File: src/rtl/psram_burst_arbiter.sv
// psram_burst_arbiter: shares one PSRAM controller command port between the
// camera frame writer (W) and the display frame reader (R). Round-robin
// arbitration with one burst in flight at a time. After each command the
// controller's burst delay is waited out before the next arbitration.
module psram_burst_arbiter #(
  parameter int BURST      = 16,
  parameter int ADDR_WIDTH = 21,
  parameter int DATA_WIDTH = 32
) (
  input  logic                  clk,
  input  logic                  reset,
  input  logic                  init_calib,
  input  logic                  w_req,
  input  logic [ADDR_WIDTH-1:0] w_addr,
  input  logic [DATA_WIDTH-1:0] w_data,
  output logic                  w_ack,
  output logic                  w_data_req,
  input  logic                  r_req,
  input  logic [ADDR_WIDTH-1:0] r_addr,
  output logic                  r_ack,
  output logic [DATA_WIDTH-1:0] r_data,
  output logic                  r_valid,
  output logic                  cmd,
  output logic                  cmd_en,
  output logic [ADDR_WIDTH-1:0] addr,
  output logic [DATA_WIDTH-1:0] wr_data,
  input  logic [DATA_WIDTH-1:0] rd_data,
  input  logic                  rd_data_valid,
  output logic                  busy,
  output logic                  rd_err
);

  // Controller post-command delay for each legal burst length
  function automatic int burst_delay(input int b);
    case (b)
      16:      return 15;
      32:      return 19;
      64:      return 27;
      128:     return 43;
      default: return 0;
    endcase
  endfunction

  localparam int BEATS = BURST / 4;
  localparam int DELAY = burst_delay(BURST);

  localparam logic [7:0] BEATS_C   = 8'(BEATS);
  localparam logic [7:0] BEATS_M1  = 8'(BEATS - 1);
  localparam logic [7:0] DELAY_C   = 8'(DELAY);

  if (!(BURST == 16 || BURST == 32 || BURST == 64 || BURST == 128)) begin : g_illegal_burst
    $error("psram_burst_arbiter: BURST must be 16, 32, 64 or 128");
  end

  typedef enum logic [1:0] {
    IDLE = 2'd0,
    ARB  = 2'd1,
    CMD  = 2'd2,
    BUSY = 2'd3
  } state_t;

  state_t                state_q, state_d;
  logic                  last_w_q, last_w_d;     // 1: last grant went to W
  logic                  grant_w_q, grant_w_d;   // 1: current burst belongs to W
  logic [ADDR_WIDTH-1:0] addr_q, addr_d;
  logic [7:0]            cnt_q, cnt_d;           // post-command delay
  logic [7:0]            wbeat_q, wbeat_d;       // remaining write beats after CMD
  logic [7:0]            rbeat_q, rbeat_d;       // read beats seen so far
  logic                  rd_err_q, rd_err_d;

  logic                  pick_w;
  logic                  read_active;
  logic [7:0]            rbeat_inc;

  // W wins unless R is also waiting and W had the previous grant
  assign pick_w      = w_req && (!r_req || !last_w_q);
  assign read_active = ((state_q == CMD) || (state_q == BUSY)) && !grant_w_q;
  assign rbeat_inc   = rbeat_q + {7'd0, rd_data_valid};

  // State and datapath registers with synchronous reset
  always_ff @(posedge clk) begin
    if (reset) begin
      state_q   <= IDLE;
      last_w_q  <= 1'b0;
      grant_w_q <= 1'b0;
      addr_q    <= '0;
      cnt_q     <= '0;
      wbeat_q   <= '0;
      rbeat_q   <= '0;
      rd_err_q  <= 1'b0;
    end else begin
      state_q   <= state_d;
      last_w_q  <= last_w_d;
      grant_w_q <= grant_w_d;
      addr_q    <= addr_d;
      cnt_q     <= cnt_d;
      wbeat_q   <= wbeat_d;
      rbeat_q   <= rbeat_d;
      rd_err_q  <= rd_err_d;
    end
  end

  // Next-state logic: arbitration, delay countdown and beat bookkeeping
  always_comb begin
    state_d   = state_q;
    last_w_d  = last_w_q;
    grant_w_d = grant_w_q;
    addr_d    = addr_q;
    cnt_d     = cnt_q;
    wbeat_d   = wbeat_q;
    rbeat_d   = rbeat_q;
    rd_err_d  = rd_err_q;
    case (state_q)
      IDLE: begin
        if (init_calib) state_d = ARB;
      end
      ARB: begin
        if (!init_calib) begin
          state_d = IDLE;
        end else if (w_req || r_req) begin
          grant_w_d = pick_w;
          addr_d    = pick_w ? w_addr : r_addr;
          state_d   = CMD;
        end
      end
      CMD: begin
        last_w_d = grant_w_q;
        cnt_d    = DELAY_C;
        wbeat_d  = grant_w_q ? BEATS_M1 : 8'd0;
        rbeat_d  = read_active ? {7'd0, rd_data_valid} : 8'd0;
        state_d  = BUSY;
      end
      BUSY: begin
        cnt_d = cnt_q - 8'd1;
        if (wbeat_q != 8'd0) wbeat_d = wbeat_q - 8'd1;
        if (read_active) rbeat_d = rbeat_inc;
        if (cnt_q == 8'd1) begin
          state_d = init_calib ? ARB : IDLE;
          if (read_active && (rbeat_inc != BEATS_C)) rd_err_d = 1'b1;
        end
      end
      default: state_d = IDLE;
    endcase
  end

  // Outputs decoded from the current state and latched grant
  always_comb begin
    cmd_en     = (state_q == CMD);
    cmd        = cmd_en && grant_w_q;
    addr       = cmd_en ? addr_q : '0;
    w_ack      = cmd_en && grant_w_q;
    r_ack      = cmd_en && !grant_w_q;
    w_data_req = grant_w_q &&
                 ((state_q == CMD) || ((state_q == BUSY) && (wbeat_q != 8'd0)));
    wr_data    = w_data_req ? w_data : '0;
    r_valid    = read_active && rd_data_valid;
    r_data     = read_active ? rd_data : '0;
    busy       = (state_q != ARB);
    rd_err     = rd_err_q;
  end

endmodule

File: config.mk
export PLATFORM = sky130hd
export DESIGN_NAME = psram_burst_arbiter
export DESIGN_NICKNAME = d
export VERILOG_FILES = /design/src/rtl/psram_burst_arbiter.sv
export SDC_FILE = /design/constraint.sdc
export NUM_CORES = 1
export LEC_CHECK = 0
export CORE_AREA = 2 2 98 100
export DETAILED_ROUTE_END_ITERATION = 6
export DIE_AREA = 0 0 100 102
export GPL_TIMING_DRIVEN = 0
export HOLD_SLACK_MARGIN = 0.15
export PLACE_DENSITY = 0.77
export SYNTH_ARGS = -nofsm -noshare
export SYNTH_HDL_FRONTEND = slang
export SYNTH_SLANG_ARGS = --single-unit
File: constraint.sdc
create_clock -name clk -period 2.1 [get_ports clk]
set_input_delay 0.42 -clock clk [delete_from_list [all_inputs] [get_ports clk]]
set_output_delay 0.42 -clock clk [all_outputs]
set_load 0.01 [all_outputs]
Word-level counts from Yosys, hierarchy flattened
Index checks and enable logic that the tools add are counted.
{ "word_totals": {"ff_bits": 50, "in_bits": 112, "output_inout_bits": 93, "wordCells": 62} }
{ "classes": {"addsub": 3, "eq_ne": 11, "n_mux": 17, "reduce_logical": 23} }
{ "ops": {"columns": ["cell", "count"], "rows": [
  ["32-bit 2-to-1 mux", 2],
  ["8-bit one-hot mux with 2 select lines", 3],
  ["21-bit 2-to-1 mux", 2],
  ["8-bit 2-to-1 mux", 2],
  ["8-bit by 1-bit subtractor with 8-bit output, second input constant", 2],
  ["2-bit 2-to-1 mux", 5],
  ["3-bit AND reduction", 3],
  ["8-bit by 1-bit adder with 8-bit output", 1],
  ["8-bit by 1-bit equality test with 1-bit output, second input constant", 1],
  ["1-bit logical AND", 8],
  ["8-bit by 3-bit != test with 1-bit output, second input constant", 1],
  ["2-bit one-hot mux with 4 select lines", 1],
  ["8-bit nonzero test", 1],
  ["2-bit by 1-bit != test with 1-bit output, second input constant", 3],
  ["2-bit equality test, second input constant", 2],
  ["1-bit logical OR", 4],
  ["2-bit != test, second input constant", 2],
  ["2-bit AND reduction", 2],
  ["1-bit logical NOT", 3],
  ["3-bit != test, second input constant", 1],
  ["2-bit by 1-bit equality test with 1-bit output, second input constant", 1],
  ["2-bit logical NOT", 1],
  ["1-bit 2-to-1 mux", 2],
  ["2-bit nonzero test", 1]
]} }

Depth between registers and ports, before layout
Gate-level depths: netlist (run 1).
{ "logic_depth": {"word_depth": 5, "depth_mapped": 6, "ltp_nobuf": 6} }

Least setup slack after synthesis (run 1)
OpenSTA, ideal clock, no wires.
{ "synth_timing": {"path_kind": "register to output", "from": "register wbeat_q[2]", "to": "output port wr_data[10]", "t_arrival_ns": 1.486, "required_ns": 1.680, "slack_ns": 0.194, "path_stages_with_launch": 5, "n_path_buf": 1, "cell_sequence": "dfxtp_1 or4_4 o21a_4 clkbuf_2 and3_1"} }
{ "synth_between": {"elab_chain_cells": 5} }
{ "synth_lines": {"columns": ["item", "line", "source"], "rows": [
  ["start, declared", "67", "logic [7:0] wbeat_q, wbeat_d;"],
  ["start signal, assigned", "97", "wbeat_q <= wbeat_d;"],
  ["8-bit nonzero test", "154", "((state_q == CMD) || ((state_q == BUSY) && (wbeat_q != 8'd0)));"],
  ["1-bit logical AND", "154", null],
  ["1-bit logical OR", "154", null],
  ["1-bit logical AND", "153", "w_data_req = grant_w_q &&"],
  ["32-bit 2-to-1 mux", "155", "wr_data = w_data_req ? w_data : '0;"],
  ["end, declared", "26", "output logic [DATA_WIDTH-1:0] wr_data,"]
]} }
Every way passes these cells.

Worst setup path after layout (run 1)
{ "layout_timing": {"from": "register wbeat_q[3]", "to": "output port wr_data[17]"} }
Same word-level chain as after synthesis.

==> results.toml, run 1 <==
[yosys]
syn_area_mm2 = 0.00315
synth_edf_count = 0
yosysTopAreaCellShare_pct = 31.8
ys_seq_area_share_pct = 31.8
synth-seq-cells = 50
ys.warnings.count = 0
yosysMostFrequentCell = "and2_1"
synthTopCellsByArea = "dfxtp_1, and2_1, mux2i_1"
synth_ff_type = "dfxtp_1"
synth.avg_cell_area_um2 = 8.08
yosysTopAreaCell = "dfxtp_1"
synthDistinctLibCells = 49
synth_commonest_cells = "and2_1, dfxtp_1, nor2_1, and3_1, a211oi_1"
synth_nets = 508
async_flop_share_pct = 0
syn_inst = 390

[routing]
drt-pass1-iter-count = 5
vias_per_cell = 5.14
first_iter_violations = 214
ant_nets = 0
vias = 3730
drc = 0
drt-total-wl_um = 11300
wl_per_cell_um = 15.5

[worst_setup_path]
critPathCaptureType = "output port"
slowest_delay_ps = 570
path_cells = "or4_4 -> o21a_4 -> buf_6 -> and3_4 -> buf_6"
cpMostUsedCell = "buf_6"
worstSetupStartpointType = "flip-flop"
worstSetupPathType = "flip-flop to output port"
cp_slowest_cell = "or4_4"
worstPathArrival_ps = 1950
cp.required_ps = 1680
critPathMaxFanout = 7

[placement]
gp_congestion = 0.881
dp_hpwl_um = 8580
pre_cts_slack_ps = -583
port_buffers = 203

[cts]
cts.sinks = 50
ctsLongestPathBuffers = 2
cts.clk_slew.worst_paths_ps = 80
cts_tree = "yes"
cts_root_buf = "clkbuf_8"
cts_buffers = 5
h-tree-depth = 2
clock_latency_ps = 310
holdBufCountCts = 0

[grt]
grt_max_degree = 16
grt_util_all_layers_pct = 20.7
grt_pass1_wl_um = 17200
grt_overflow = 0
antenna_found_initial = 0
grt_pass1_vias = 3625

[final_layout]
n_fill_cell = 787
multi_input_area_mm2 = 0.00213
utilization_pct = 62.4
layout.nets = 733
area_delta_synth_final_pct = 80.3
ff_latch_area_mm2 = 0.00101
drive_gt1_share_pct = 21.1
antenna_cells = 0

[status]
violations = "setup timing"
outcome = "finished, violations left"

[floorplanning]
start_util_pct = 34.6
die_w_um = 100
dieArea_mm2 = 0.0102
fp.dieH_um = 102
rows = 35
pin_count = 205
coreArea_mm2 = 0.00911

[timing]
whs_ps = 490
tns_ps = -8550
fmax_mhz = 421
finClkSkew_ps = 11.4
period_needed_ps = 2370
hold_violations = 0
final_max_slew_viol_count = 0
relSlewSlack_pct = 60.0
setup_ws_ps = -275
tightest_slew_ps = 600
fin_crit_sh_pct = 113
setup_violations = 33
rsz0062_at_grt = "yes"

[power]
power_density_mw_per_mm2 = 405
peakVddDrop_mv = 0.363
leakage_nw = 2.44
p_total_mw = 2.30

[hold_path]
hp-class = "flip-flop to flip-flop"

[job]
drv_cap = 0
==> kinds of logic (layout without fill, tap and decap cells) <==
group | after synthesis | after routing | synth area share, %
AOI/OAI and AO/OA | 69 | 70 | 16.1
xor gates and xnor gates | 9 | 9 | 2.50
adders and majority gates | 6 | 6 | 2.38
buffers and inverters | 43 | 267 | 5.76
DFF | 50 | 50 | 31.8
muxes | 24 | 24 | 7.66
and+or+nand+nor | 189 | 189 | 33.8
==> power by group <==
| part | internal (mW) | total [mW] | switching (mW) |
|---|---|---|---|
| clock network | 0.351 | 0.686 | 0.336 |
| logic | 0.352 | 0.600 | 0.247 |
| registers | 0.987 | 1.02 | 0.0296 |
==> sequential cells by signal, indices dropped and copies added (netlist names), named ones only <==
register   count
state_q        1
cnt_q          8
grant_w_q      1
addr_q        21
rd_err         1
last_w_q       1
wbeat_q        8
rbeat_q        8
==> cell usage in the layout (no fill, tap or decap), types with 3 or more instances in the layout <==
master | netlist | final
a311oi_1 | 5 | 5
nor3_1 | 8 | 8
inv_1 | 11 | 9
a21oi_1 | 12 | 12
nor2_1 | 45 | 44
and3_1 | 33 | 8
dlygate4sd2_1 | 0 | 36
buf_4 | 1 | 12
nand2_1 | 12 | 12
clkdlybuf4s50_1 | 0 | 112
o21a_1 | 3 | 3
o211ai_1 | 3 | 3
mux2i_1 | 23 | 23
clkbuf_4 | 0 | 5
nand4_1 | 5 | 5
and2_1 | 58 | 57
clkbuf_1 | 21 | 12
a211oi_1 | 24 | 24
dfxtp_1 | 50 | 46
ha_2 | 0 | 3
clkbuf_8 | 0 | 8
nand3_1 | 4 | 4
buf_2 | 5 | 8
xor2_1 | 7 | 7
nand2b_1 | 8 | 7
buf_6 | 1 | 31
clkbuf_2 | 2 | 16
o21ai_0 | 7 | 6
and3_4 | 0 | 25
ha_1 | 6 | 3
nor2b_1 | 4 | 4
clkdlybuf4s15_1 | 0 | 10
==> area by class of cell <==
cell class / count / share of cell area, %
Buffer: 32 / 3.81
Clock buffer: 5 / 1.21
Clock inverter: 2 / 0.683
Inverter: 11 / 0.727
Multi-Input combinational cell: 298 / 37.4
Sequential cell: 50 / 17.8
Tap cell: 111 / 2.44
Timing Repair Buffer: 217 / 35.9
==> metrics by stage <==
stage | std cells | area (µm²)
floorplan | 390 | 3150
global placement | 704 | 5320
detailed placement | 704 | 5320
CTS | 720 | 5460
global route | 726 | 5680
finish | 726 | 5680
==> what timing repair did <==
item                       4_1_cts  5_1_grt
setup endpoints to repair       91       70
hold endpoints to repair         0        0
pin swaps                        7       12
setup buffers                    6        5
resized for setup              234       90
gates cloned                     3        1
==> final timing paths <==
kind / start / to / slack [ps] / cells past startpoint
worst max-delay path: wbeat_q[3]$_SDFFE_PP0P_ / wr_data[17] / -270 / 5
worst min register to register: cnt_q[6]$_SDFFE_PP0N_ / cnt_q[6]$_SDFFE_PP0N_ / 490 / 2
worst max register to register: wbeat_q[3]$_SDFFE_PP0P_ / wbeat_q[0]$_SDFFE_PP0P_ / 330 / 5
worst min-delay path: cnt_q[6]$_SDFFE_PP0N_ / cnt_q[6]$_SDFFE_PP0N_ / 490 / 2
==> per-layer routing <==
layer  global-route usage (%)  up-vias  wire, µm  part of all wire [%]
li1                         -     1820         -                     -
met1                     24.7     1765      4510                    40
met2                     37.1      134      6030                    53
met3                     4.04       11       577                   5.1
met4                     7.38        0       155                   1.4
met5                        0        -         0                     0
==> worst max-delay path: cells and delay by family, from the launching register on <==
| family | cells | cell delay [ps] |
|---|---|---|
| compound gates | 1 | 300 |
| flops | 1 | 350 |
| buf+inv | 2 | 250 |
| simple gates | 2 | 740 |
(Power assumes the default switching activity.)
==> run 2, diff against run 1 <==
==> constraint.sdc (replaced) <==
create_clock -name clk -period 2.2 [get_ports clk]
set_input_delay 0.44 -clock clk [delete_from_list [all_inputs] [get_ports clk]]
set_output_delay 0.44 -clock clk [all_outputs]
set_load 0.01 [all_outputs]
==> run 2 against run 1 <==
  * Count of clock-buffer cells in the layout unchanged
  * Combinational power decreased by 4.7%
  * Clock skew about the same
  * Wire length decreased by 0.80%
  * The flow still finishes with violations (setup timing)
  * Sequential share of layout area about the same
  * Die area unchanged
  * Critical path type unchanged
  * Non-clock buffer count decreased by 1
  * Largest power group unchanged
  * Clock power decreased by 4.7%
  * Critical endpoint is now wr_data[15]
==> results.toml, run 2 (synthesis gave the netlist of run 1 again) <==
[timing]
whs_ps = 487
period_needed_ps = 2430
fin_crit_sh_pct = 110
tns_ps = -4870
hold_violations = 0
finClkSkew_ps = 11.2
setup_violations = 32
relSlewSlack_pct = 59.4
final_max_slew_viol_count = 0
tightest_slew_ps = 610
setup_ws_ps = -227
rsz0062_at_grt = "yes"
fmax_mhz = 412

[final_layout]
layout.nets = 732
antenna_cells = 0
fin_area_mm2 = 0.00568
area_delta_synth_final_pct = 80.4
largest_register_ffs = 21
utilization_pct = 62.4
final_cell_mix = "clkdlybuf4s50_1, and2_1, dlygate4sd2_1"
drive_gt1_share_pct = 18.1
final_common_cell = "clkdlybuf4s50_1"
regMostFlops = "addr_q"

[floorplanning]
pin_count = 205
fp.dieH_um = 102
dieArea_mm2 = 0.0102
rows = 35
die_w_um = 100
coreArea_mm2 = 0.00911
start_util_pct = 34.6

[placement]
placed_area_mm2 = 0.00532
pre_cts_slack_ps = -503
gp_congestion = 0.881
port_buffers = 203
dp_hpwl_um = 8580

[status]
violations = "setup timing"
outcome = "finished, violations left"

[worst_setup_path]
worstSetupPathType = "flip-flop to output port"
critPathMaxFanout = 5
worstPathArrival_ps = 1990
critPathCaptureType = "output port"
cp.required_ps = 1760
rr_worst_depth = 7
worstSetupStartpointType = "flip-flop"

[cts]
clock_latency_ps = 310
cts_tree = "yes"
ctsLongestPathBuffers = 2
h-tree-depth = 2
cts.sinks = 50
cts_buffers = 5
cts_root_buf = "clkbuf_8"
cts.clk_slew.worst_paths_ps = 80

[hold_path]
hp-class = "flip-flop to flip-flop"
hold_depth = 2

[grt]
grt_max_degree = 16
grt_util_all_layers_pct = 20.8
grt_pass1_wl_um = 17400
grt_overflow = 0
grt_pass1_vias = 3669
antenna_found_initial = 0

[routing]
drc = 0
first_iter_violations = 183
ant_nets = 0
drt-total-wl_um = 11200
vias_per_cell = 5.14
vias = 3725
drt-pass1-iter-count = 4
wl_per_cell_um = 15.4

[job]
drv_cap = 0

[power]
peakVddDrop_mv = 0.346
power_density_mw_per_mm2 = 386
leakage_nw = 2.61
-- run 2: cell types whose count changed in the layout (fill, tap and decap cells not counted), sizes merged --
cell / delta
dlygate4sd2: +15
clkbuf: -13
clkdlybuf4s15: -10
dlymetal6s2s: +6
clkdlybuf4s50: +1
-- run 2: area by class of cell --
| class | count | area [µm²] |
|---|---|---|
| fill | 790 | 3420 |
| timing repair buffer | 216 | 2070 |
| clock buffer | 5 | 68.8 |
| multi-input combinational | 298 | 2100 |
| clock inverter | 2 | 38.8 |
| tap | 111 | 139 |
| buffer | 32 | 210 |
| inverter | 11 | 41.3 |
| sequential | 50 | 1010 |
-- run 2: final timing paths --
check | end | from | slack [ps]
hold / removal | cnt_q[6]$_SDFFE_PP0N_ | cnt_q[6]$_SDFFE_PP0N_ | 490
setup / recovery | wr_data[15] | wbeat_q[3]$_SDFFE_PP0P_ | -230
setup reg to reg | wbeat_q[0]$_SDFFE_PP0P_ | wbeat_q[3]$_SDFFE_PP0P_ | 350
hold reg to reg | cnt_q[6]$_SDFFE_PP0N_ | cnt_q[6]$_SDFFE_PP0N_ | 490
-- run 2: where the power goes --
part	internal [mW]	total [mW]	switching, mW
clock	0.335	0.654	0.319
sequential	0.942	0.970	0.0280
combinational	0.338	0.572	0.234
total	1.61	2.20	0.581
-- run 2: per-stage QoR --
step / instances / total power, mW
floorplan: 390 / 1.22
global placement: 704 / 1.51
detailed placement: 704 / 1.53
CTS: 725 / 2.20
global route: 725 / 2.29
finish: 725 / 2.20
-- run 2: timing repair --
action / CTS / global route
gates cloned: 3 / 0
setup endpoints to repair: 91 / 58
hold buffers: 0 / 0
gates resized for setup: 255 / 24
buffers inserted: 11 / 0
pin swaps: 14 / 4
-- run 2: worst max-delay path, stage by stage (launching register included) --
cell and delay (ps):
dfxtp_4 350, or4_4 560, buf_6 140, o21a_4 220, buf_8 120, and3_4 170, buf_6 120
-- run 2: layer usage --
layer  global-route usage [%]  share of wire (%)  vias to the layer above
li1                         -                  -                     1823
met1                     24.8                 40                     1732
met2                     37.5                 52                      146
met3                     4.24                5.7                       24
met4                     7.17                2.3                        0
met5                        0                  0                        -
